==> config.mk <==
export PLATFORM = sky130hd
export DESIGN_NAME = rv32i_fetch_unit
export DESIGN_NICKNAME = d
export VERILOG_FILES = /design/src/rtl/rv32i_pkg.sv /design/src/rtl/fetch_buffer.sv /design/src/rtl/rv32i_fetch_unit.sv
export SDC_FILE = /design/constraint.sdc
export NUM_CORES = 1
export LEC_CHECK = 0
export ABC_CLOCK_PERIOD_IN_PS = 16550
export CORE_MARGIN = 2
export CORE_UTILIZATION = 60
export DETAILED_ROUTE_END_ITERATION = 8
export GPL_TIMING_DRIVEN = 0
export HOLD_SLACK_MARGIN = 0.05
export MAX_ROUTING_LAYER = met4
export PLACE_DENSITY = 0.95
export SETUP_SLACK_MARGIN = 0.4
export SLEW_MARGIN = 10
export SYNTH_ARGS = -nofsm -noshare
export SYNTH_HDL_FRONTEND = slang
export SYNTH_HIERARCHICAL = 1
export SYNTH_SLANG_ARGS = --single-unit
==> constraint.sdc <==
create_clock -name clk -period 16.55 [get_ports clk]
set_clock_uncertainty 0.15 [all_clocks]
set_input_delay 4.965 -clock clk [delete_from_list [all_inputs] [get_ports clk]]
set_output_delay 4.965 -clock clk [all_outputs]
set_load 0.02 [all_outputs]
==> src/rtl/rv32i_pkg.sv <==
// rtl/rv32i_pkg.sv - shared types and constants for the RV32I fetch front end
package rv32i_pkg;

  localparam int PKG_XLEN = 32;
  localparam int INSTR_BYTES = 4;
  localparam logic [PKG_XLEN-1:0] DEFAULT_RESET_PC = 32'h0000_0000;

  typedef struct packed {
    logic [PKG_XLEN-1:0] pc;
    logic [31:0]         data;
    logic                filled;
  } fetch_entry_t;

endpackage

==> src/rtl/fetch_buffer.sv <==
// rtl/fetch_buffer.sv - circular instruction buffer with tail/fill/head pointers
// Pointers carry an extra wrap bit so full and empty are distinguishable.
module fetch_buffer
  import rv32i_pkg::*;
#(
  parameter int DEPTH = 4
) (
  input  logic                     clk,
  input  logic                     reset,
  input  logic                     i_flush,
  input  logic                     i_alloc,
  input  logic [PKG_XLEN-1:0]      i_alloc_pc,
  input  logic                     i_fill,
  input  logic [31:0]              i_fill_data,
  input  logic                     i_pop,
  output logic [$clog2(DEPTH):0]   o_occupancy,
  output logic [$clog2(DEPTH):0]   o_outstanding,
  output fetch_entry_t             o_head
);

  localparam int PTR_W = $clog2(DEPTH);
  localparam logic [PTR_W:0] PTR_ONE = {{PTR_W{1'b0}}, 1'b1};

  fetch_entry_t   r_mem [DEPTH];
  logic [PTR_W:0] r_head;
  logic [PTR_W:0] r_tail;
  logic [PTR_W:0] r_fill;

  always_ff @(posedge clk or posedge reset) begin
    if (reset) begin
      r_head <= '0;
      r_tail <= '0;
      r_fill <= '0;
      for (int i = 0; i < DEPTH; i++) r_mem[i] <= '0;
    end else if (i_flush) begin
      r_head <= '0;
      r_tail <= '0;
      r_fill <= '0;
      for (int i = 0; i < DEPTH; i++) r_mem[i].filled <= 1'b0;
    end else begin
      // alloc and fill never target the same slot: that needs outstanding == DEPTH, which blocks alloc
      if (i_alloc) begin
        r_mem[r_tail[PTR_W-1:0]].pc     <= i_alloc_pc;
        r_mem[r_tail[PTR_W-1:0]].filled <= 1'b0;
        r_tail <= r_tail + PTR_ONE;
      end
      if (i_fill) begin
        r_mem[r_fill[PTR_W-1:0]].data   <= i_fill_data;
        r_mem[r_fill[PTR_W-1:0]].filled <= 1'b1;
        r_fill <= r_fill + PTR_ONE;
      end
      if (i_pop) r_head <= r_head + PTR_ONE;
    end
  end

  assign o_occupancy   = r_tail - r_head;
  assign o_outstanding = r_tail - r_fill;
  assign o_head        = r_mem[r_head[PTR_W-1:0]];

endmodule

==> src/rtl/rv32i_fetch_unit.sv <==
// rtl/rv32i_fetch_unit.sv - instruction fetch front end with IMEM request and drop control
// Redirects flush the buffer and convert in-flight requests into responses to discard.
module rv32i_fetch_unit
  import rv32i_pkg::*;
#(
  parameter int              XLEN            = 32,
  parameter logic [XLEN-1:0] RESET_PC        = XLEN'(DEFAULT_RESET_PC),
  parameter int              FIFO_DEPTH      = 4,
  parameter int              MAX_OUTSTANDING = 2
) (
  input  logic            clk,
  input  logic            reset,
  output logic            imem_req_valid,
  input  logic            imem_req_ready,
  output logic [XLEN-1:0] imem_req_addr,
  input  logic            imem_rsp_valid,
  input  logic [31:0]     imem_rsp_data,
  input  logic            redirect_valid,
  input  logic [XLEN-1:0] redirect_pc,
  output logic            inst_valid,
  input  logic            inst_ready,
  output logic [31:0]     inst_data,
  output logic [XLEN-1:0] inst_pc,
  output logic            busy
);

  localparam int CNT_W = $clog2(FIFO_DEPTH) + 1;
  localparam logic [CNT_W:0] DEPTH_LIM = FIFO_DEPTH[CNT_W:0];
  localparam logic [CNT_W:0] OUT_LIM   = MAX_OUTSTANDING[CNT_W:0];

  logic [XLEN-1:0]  r_fetch_pc;
  logic [CNT_W-1:0] r_drop_cnt;

  logic [CNT_W-1:0] w_occupancy;
  logic [CNT_W-1:0] w_outstanding;
  logic [CNT_W:0]   w_inflight;
  logic [CNT_W-1:0] w_rsp_dec;
  fetch_entry_t     w_head;
  logic             w_req_fire;
  logic             w_fill;
  logic             w_pop;

  assign w_inflight = {1'b0, w_outstanding} + {1'b0, r_drop_cnt};
  assign w_rsp_dec  = {{(CNT_W-1){1'b0}}, imem_rsp_valid};

  assign imem_req_valid = !reset && !redirect_valid
                       && ({1'b0, w_occupancy} < DEPTH_LIM)
                       && (w_inflight < OUT_LIM);
  assign imem_req_addr  = r_fetch_pc;
  assign w_req_fire     = imem_req_valid && imem_req_ready;

  // responses still owed to a flushed stream are swallowed before any fill
  assign w_fill = imem_rsp_valid && (r_drop_cnt == '0) && !redirect_valid;

  assign inst_valid = (w_occupancy != '0) && w_head.filled;
  assign inst_data  = w_head.data;
  assign inst_pc    = XLEN'(w_head.pc);
  assign w_pop      = inst_valid && inst_ready;

  assign busy = (w_outstanding != '0) || (r_drop_cnt != '0);

  always_ff @(posedge clk or posedge reset) begin
    if (reset) begin
      r_fetch_pc <= RESET_PC;
      r_drop_cnt <= '0;
    end else if (redirect_valid) begin
      r_fetch_pc <= redirect_pc & ~{{(XLEN-2){1'b0}}, 2'b11};
      r_drop_cnt <= r_drop_cnt + w_outstanding - w_rsp_dec;
    end else begin
      if (w_req_fire) r_fetch_pc <= r_fetch_pc + XLEN'(INSTR_BYTES);
      if (imem_rsp_valid && (r_drop_cnt != '0)) r_drop_cnt <= r_drop_cnt - w_rsp_dec;
    end
  end

  fetch_buffer #(
    .DEPTH (FIFO_DEPTH)
  ) u_buffer (
    .clk           (clk),
    .reset         (reset),
    .i_flush       (redirect_valid),
    .i_alloc       (w_req_fire),
    .i_alloc_pc    (PKG_XLEN'(r_fetch_pc)),
    .i_fill        (w_fill),
    .i_fill_data   (imem_rsp_data),
    .i_pop         (w_pop),
    .o_occupancy   (w_occupancy),
    .o_outstanding (w_outstanding),
    .o_head        (w_head)
  );

endmodule

* After elaboration in Yosys (flattened, before gate mapping) *
Index checks and enable logic that the tools add are counted.

storage, ports and cells
  register bits = 304
  input bits = 70
  output and inout port bits = 99
  logic and storage cells = 91

cells by class
  add/sub/neg operators = 10
  $lt $le $gt $ge = 7
  mux-type cells = 32
  bitwise logic cells = 3
  reductions and logical operators = 22

operators by type and width
  operator                                                    count
  bitwise mux 260 bit                                         4
  2-to-1 mux 260 bit                                          3
  demux 65 bit (select 2 bit)                                 4
  2-to-1 mux 65 bit                                           3
  binary-select mux 65 bit (select 2 bit)                     1
  2-to-1 mux 32 bit                                           2
  2-to-1 mux 33 bit                                           1
  adder 32 x 3 -> 32 bit, second input constant               1
  2-to-1 mux 3 bit                                            8
  logical AND 1 bit                                           11
  adder 3 x 1 -> 3 bit, second input constant                 3
  greater-or-equal comparator 3 bit, second input constant    3
  inverter 2 -> 3 bit                                         3
  nonzero test 3 bit                                          3
  nonzero test 2 bit                                          4
  less-than comparator 3 x 1 -> 1 bit, second input constant  2
  2-to-1 mux 1 bit                                            6
  subtractor 3 x 1 -> 3 bit                                   2
  subtractor 3 bit                                            2
  adder 3 x 3 -> 4 bit                                        1
  less-than comparator 4 x 2 -> 1 bit, second input constant  1
  adder 3 bit                                                 1
  zero test 3 bit                                             1
  less-than comparator 3 bit, second input constant           1
  2 further kinds                                             3

* Logic depth before layout (Yosys ltp) *
Gate-level depths: netlist of run 1.

  word-level depth = 13
  gate-level depth with buffers = 16
  mapped depth without buffers = 12

* Modules after synthesis *
Netlist of run 1, hierarchy kept.

by module, submodules not included
  module            times used  cells an instance  area an instance (µm²)  seq. area each (µm²)
  fetch_buffer      1           699                11,882.6                6,731.5
  rv32i_fetch_unit  1           253                2,249.7                 825.8

* Worst setup path before layout of run 1 *
OpenSTA, ideal clock, no wires.

  path kind = in2out
  from = in redirect_valid
  to = out imem_req_valid
  data arrival time = 5.627 ns
  required time = 11.435 ns
  slack = 5.808 ns
  stages = 4
  path buffers = 1
  cell sequence = inv_1 -> buf_4 -> o2111ai_1 -> nor2_1

on the way
  word-level cells in the longest chain between the ends = 4

RTL lines
  item                RTL line                RTL
  start: declaration  rv32i_fetch_unit.sv:18  input logic redirect_valid,
  zero test 1 bit     rv32i_fetch_unit.sv:46  assign imem_req_valid = !reset && !redirect_valid
  logical AND 1 bit   rv32i_fetch_unit.sv:46
  logical AND 1 bit   rv32i_fetch_unit.sv:47  && ({1'b0, w_occupancy} < DEPTH_LIM)
  logical AND 1 bit   rv32i_fetch_unit.sv:48  && (w_inflight < OUT_LIM);
  end: declaration    rv32i_fetch_unit.sv:13  output logic imem_req_valid,

No other way between the ends.

* Final worst setup path of run 1 *
Same ends and word-level chain as after synthesis.

==> results of run 1 <==
cells by family (layout without fill, tap and decap cells):
kind of cell,Yosys count,in the layout,share of synthesized area [%]
multiplexers,327,327,31.2
flip-flops,302,302,53.5
AND/OR/NAND/NOR,125,125,4.75
AO/OA/AOI/OAI,85,85,4.60
buffers and inverters,80,304,3.14
adder cells (fa/ha/maj),23,23,2.25
XOR/XNOR,9,9,0.558
other,1,10,0.0265
per-stage QoR:
step | utilization (%) | cell area [µm²] | hold slack, ns | worst slack (ns)
6_report | 74.5 | 17300 | 0.349 | 4.52
5_1_grt | 74.5 | 17300 | 0.359 | 4.42
4_1_cts | 74.5 | 17300 | 0.352 | 4.51
3_5_place_dp | 69.9 | 16300 | 0.338 | 4.53
3_3_place_gp | 69.7 | 16200 | 0.331 | 1.08
2_1_floorplan | - | 14200 | 0.324 | 4.02
flip-flops by register name (all words and copies together), names as in the netlist:
name	cells
u_buffer/r_mem	260
r_drop_cnt	3
u_buffer/r_head	3
imem_req_addr	30
u_buffer/r_tail	3
u_buffer/r_fill	3
final cells by class:
cell class / instances / area share (%)
plain buffers: 56 / 2.04
clock buffers: 48 / 5.48
repair buffers: 166 / 9.79
inverters: 24 / 0.563
well taps: 319 / 2.30
clock inverters: 10 / 0.635
multi-input cells: 579 / 35.6
flip-flops and latches: 302 / 43.6
worst reg2reg max path, stage by stage, from the launching register on:
cell	delay (ns)
dfrtp_1	0.44
inv_1	0.15
ha_1	0.23
fa_1	0.38
xnor2_1	0.15
xnor2_1	0.14
ha_1	0.39
nand2_1	0.06
o21ai_0	0.47
or2_1	0.18
buf_2	0.20
inv_2	0.11
buf_4	0.21
nand3b_1	0.37
buf_2	0.38
mux2_2	0.40
per-layer routing:
layer | global-route usage (%) | wire, µm
met5 | - | 0
met4 | 12.4 | 1590
met3 | 5.07 | 2810
met2 | 51.5 | 18700
met1 | 41.1 | 14300
cell usage after synthesis, drive strengths merged (12+ instances only):
cell type	n	area [µm²]
o21ai	14	70.1
a21oi	14	70.1
nor2	15	56.3
mux4	65	1460
nand3	15	75.1
o311ai	13	114
ha	19	238
nand2	38	143
a221o	15	150
buf	44	299
clkbuf	12	55.1
mux2	257	2890
inv	24	90.1
dfrtp	302	7560
power groups by stage:
stage / clock network (µW) / registers, µW / logic [µW]
after floorplan: 0 / 905 / 343
after global placement: 0 / 914 / 573
after detailed placement: 0 / 923 / 589
after CTS: 723 / 916 / 599
after global routing: 754 / 929 / 630
final: 716 / 920 / 596
worst paths after layout:
check | start | end | cells past startpoint
setup / recovery | redirect_valid | imem_req_valid | 6
hold / removal | u_buffer/r_mem[34] | u_buffer/r_mem[34] | 1
setup reg to reg | u_buffer/r_tail[0] | u_buffer/r_mem[245] | 15
hold reg to reg | u_buffer/r_mem[34] | u_buffer/r_mem[34] | 1
max in group asynchronous | reset | u_buffer/r_mem[155] | 4
min in group asynchronous | reset | u_buffer/r_mem[246] | 2
==> impl_metrics.csv, run 1 <==
group,metric,value,unit
cts,clkLatencyLatePin,0.57,ns
die,initial_utilization,60.8,%
cts,cts_hold_buf,0,
setup_path,critPathLaunchType,"primary input",
final_layout,instances_no_fill,1504,
setup_path,crit_path_end_kind,"output pin",
die,die_w,157,µm
final_layout,drive_above_1_share,37.1,%
drt,drt_wl_total,37400,µm
final_layout,area_growth,22.6,%
power,p_sw_share,29.2,%
drt,avgRoutedWirePerCell,24.9,µm
power,power_frac_seq,41.2,%
yosys,async_flop_share,100,%
final_layout,final_common_cell,"dfrtp_1",
cts,clkTransAtPathRegs,0.06,ns
drt,drtIter0Drc,767,
place,dp_cells,1446,
drt,vias,9569,
timing,period_needed,12.03,ns
power,finalPower,2230,µW
power,p_per_area,129,mW/mm²
final_layout,final-seq-area,0.00756,mm²
setup_path,crit_path_max_incr_delay,0.65,ns
global_routing,grt_pass1_wl,58100,µm
final_layout,layout_common_cells,"302 x dfrtp_1, 257 x mux2_2, 164 x clkdlybuf4s50_1",
timing,slew_headroom,27.2,%
place,place.port_buffers,164,
die,dieArea,0.0248,mm²
global_routing,track_usage,31.9,%
yosys,synth_seq_area_share,53.5,%
cts,max-clock-path-buffers,3,
yosys,yosysWarnings,6,
timing,setup_viol,0,
power,internal_power,1580,µW
timing,finalHoldViolations,0,
cts,cts_resized,0,
drt,dr.pass1.iters,9,
setup_path,cp_max_fo,10,
cts,htree_levels,1,
power,power_frac_comb,26.7,%
status,status,"completed",
place,finalWeightedCongestion,0.933,
yosys,syn_inst,952,
cts,root_buffer,"clkbuf_16",
setup_path,critical_path.cell_chain,"clkdlybuf4s50_1 -> inv_1 -> buf_4 -> o2111ai_1 -> nor2_1 -> clkdlybuf4s50_1",
cts,cts_setup_buffers,0,
final_layout,diodes,0,
yosys,synth_cell_types,53,
setup_path,crit_family,"buffers and inverters",
global_routing,antenna_found_initial,0,
power,p_leak,0.00803,µW
die,num_rows,56,
setup_path,crit_type,"primary input to output pin",
power,worst_ir_drop_vdd,0.0604,mV
yosys,avgSynthCellArea,14.8,µm²
hold_path,hold_class,"flip-flop to flip-flop",
final_layout,fill_cells,1373,
die,pin_count,169,
global_routing,grt_pass1_vias,10100,
power,p_clk_share,32.1,%
power,p_sw,653,µW
job,cap_violations,0,
die,core_area,0.0233,mm²
setup_path,rrSetupSlack,12.03,ns
timing,finalCritPeriodShare,72.7,%
yosys,ys_seq_elements,302,
timing,worst_pin_slew,1.09,ns
place,dp_hpwl,24000,µm
timing,fmax,83.1,MHz
die,die_y,157,µm
cts,cts_made_buffers,31,
setup_path,cpMostUsedCell,"clkdlybuf4s50_1",
timing,setup_tns,0,ns
yosys,synth_edf_count,0,
setup_path,cp_slowest_cell,"clkdlybuf4s50_1",
global_routing,grt_overflow,0,
setup_path,critPathRequiredTime,11.43,ns
drt,ant_nets,0,
timing,drv_slew,0,
drt,viasPerCell,6.36,
yosys,syn_area,0.0141,mm²
global_routing,grt_max_degree,101,
final_layout,final_nets,1253,
drt,drc,0,
cts,numClockSinks,302,
setup_path,crit_buf_inv,4,
timing,rsz0062_at_grt,"false",
yosys,synth_ff_type,"dfrtp_1",
final_layout,multi_input_area,0.00616,mm²
cts,cts_tree,"yes",
setup_path,arrival,6.92,ns
Power figures use the tool's default switching activity.
==> run 2: changes to the inputs <==
- ABC_CLOCK_PERIOD_IN_PS: 16550 -> 10650
- CORE_UTILIZATION: 60 -> 51
- PLACE_DENSITY: 0.95 -> 0.88
- clock period: 16.55 -> 10.65 ns (I/O delays scaled with it)
==> impl_metrics.csv, run 2 (synthesis results as in run 1) <==
group,metric,value,unit
setup_path,arrival,5.17,ns
global_routing,antenna_found_initial,0,
timing,slew_headroom,25.4,%
global_routing,track_usage,25.6,%
drt,ant_nets,0,
timing,setup_tns,0,ns
setup_path,crit_path_end_kind,"output pin",
setup_path,critPathLaunchType,"primary input",
power,p_per_area,195,mW/mm²
final_layout,largest_register_ffs,260,
timing,finalHoldViolations,0,
cts,cts_hold_buf,0,
final_layout,multi_input_area,0.00616,mm²
setup_path,crit_type,"primary input to output pin",
place,finalWeightedCongestion,0.931,
global_routing,grt_max_degree,40,
status,status,"completed",
die,pin_count,169,
drt,vias,9343,
power,p_leak,0.00804,µW
final_layout,layout_common_cells,"302 x dfrtp_1, 257 x mux2_2, 164 x clkdlybuf4s50_1",
cts,cts_resized,0,
die,num_rows,60,
cts,root_buffer,"clkbuf_16",
timing,finalCritPeriodShare,79.9,%
global_routing,grt_overflow,0,
timing,worst_pin_slew,1.12,ns
final_layout,final-seq-area,0.00756,mm²
place,place.port_buffers,164,
die,initial_utilization,52.1,%
final_layout,final_nets,1258,
final_layout,fin_util,64.3,%
timing,period_needed,8.51,ns
drt,drc,0,
drt,dr.pass1.iters,5,
drt,viasPerCell,5.99,
cts,clkLatencyLatePin,0.55,ns
final_layout,fill_cells,1865,
setup_path,critPathRequiredTime,7.31,ns
cts,cts_tree,"yes",
cts,clkTransAtPathRegs,0.06,ns
final_layout,regMostFlops,"u_buffer/r_mem",
global_routing,grt_pass1_vias,9967,
global_routing,grt_pass1_wl,55400,µm
place,dp_hpwl,24100,µm
timing,fmax,117,MHz
die,core_area,0.0271,mm²
timing,setup_viol,0,
timing,fin_hold_ws,0.349,ns
cts,numClockSinks,302,
final_layout,area_growth,23.4,%
cts,htree_levels,1,
final_layout,final_common_cell,"dfrtp_1",
timing,drv_slew,0,
cts,cts_made_buffers,30,
drt,drt_wl_total,35300,µm
drt,drtIter0Drc,721,
setup_path,cp_max_fo,10,
job,cap_violations,0,
die,die_y,170,µm
cts,max-clock-path-buffers,3,
die,die_w,170,µm
final_layout,diodes,0,
die,dieArea,0.0291,mm²
cts,cts_setup_buffers,0,
power,worst_ir_drop_vdd,0.119,mV
hold_path,hold_class,"flip-flop to flip-flop",
timing,rsz0062_at_grt,"false",
drt,avgRoutedWirePerCell,22.6,µm
final_layout,drive_above_1_share,37.3,%
-- run 2: per-stage QoR --
stage                     std cells  total power, µW  area, µm²  setup WS (ns)
after floorplan                 961             1940      14200           3.45
after global placement         1497             2320      16300           1.83
after detailed placement       1505             2360      16400           2.19
after CTS                      1561             3420      17400           2.15
after global routing           1561             3530      17400           2.03
final                          1561             3400      17400           2.14
-- run 2: power breakdown --
| part | switching, µW | internal [µW] | total [µW] |
|---|---|---|---|
| Sequential | 117 | 1300 | 1420 |
| Clock | 443 | 612 | 1050 |
| Combinational | 427 | 500 | 927 |
-- run 2: final timing paths --
path	end	from	slack, ns	depth (start not counted)
max in group asynchronous	u_buffer/r_mem[166]	reset	5.83	7
min	u_buffer/r_mem[91]	u_buffer/r_mem[91]	0.35	1
max	imem_req_valid	redirect_valid	2.14	6
max reg2reg	u_buffer/r_mem[104]	u_buffer/r_tail[0]	6.24	16
min in group asynchronous	u_buffer/r_mem[51]	reset	3.08	2
min reg2reg	u_buffer/r_mem[91]	u_buffer/r_mem[91]	0.35	1
-- run 2: final cells by class --
class,count,area share [%]
Clock inverter,11,0.502
Sequential cell,302,43.4
Inverter,24,0.538
Timing Repair Buffer,172,10.3
Multi-Input combinational cell,579,35.4
Clock buffer,45,5.21
Tap cell,372,2.67
Buffer,56,2.03
-- run 2: critical path, cell delays in order --
cell,delay [ns]
clkdlybuf4s50_1,0.54
inv_1,0.26
buf_4,0.24
o2111ai_1,0.11
nor2_1,0.16
clkdlybuf4s50_1,0.66
-- run 2: routing by layer --
metal / vias up / part of all wire (%) / global-route usage, %
met4: 0 / 4.3 / 10.2
met5: - / 0 / -
li1: 3978 / - / -
met2: 360 / 49 / 40.3
met3: 115 / 5.9 / 5.14
met1: 4890 / 41 / 32.8
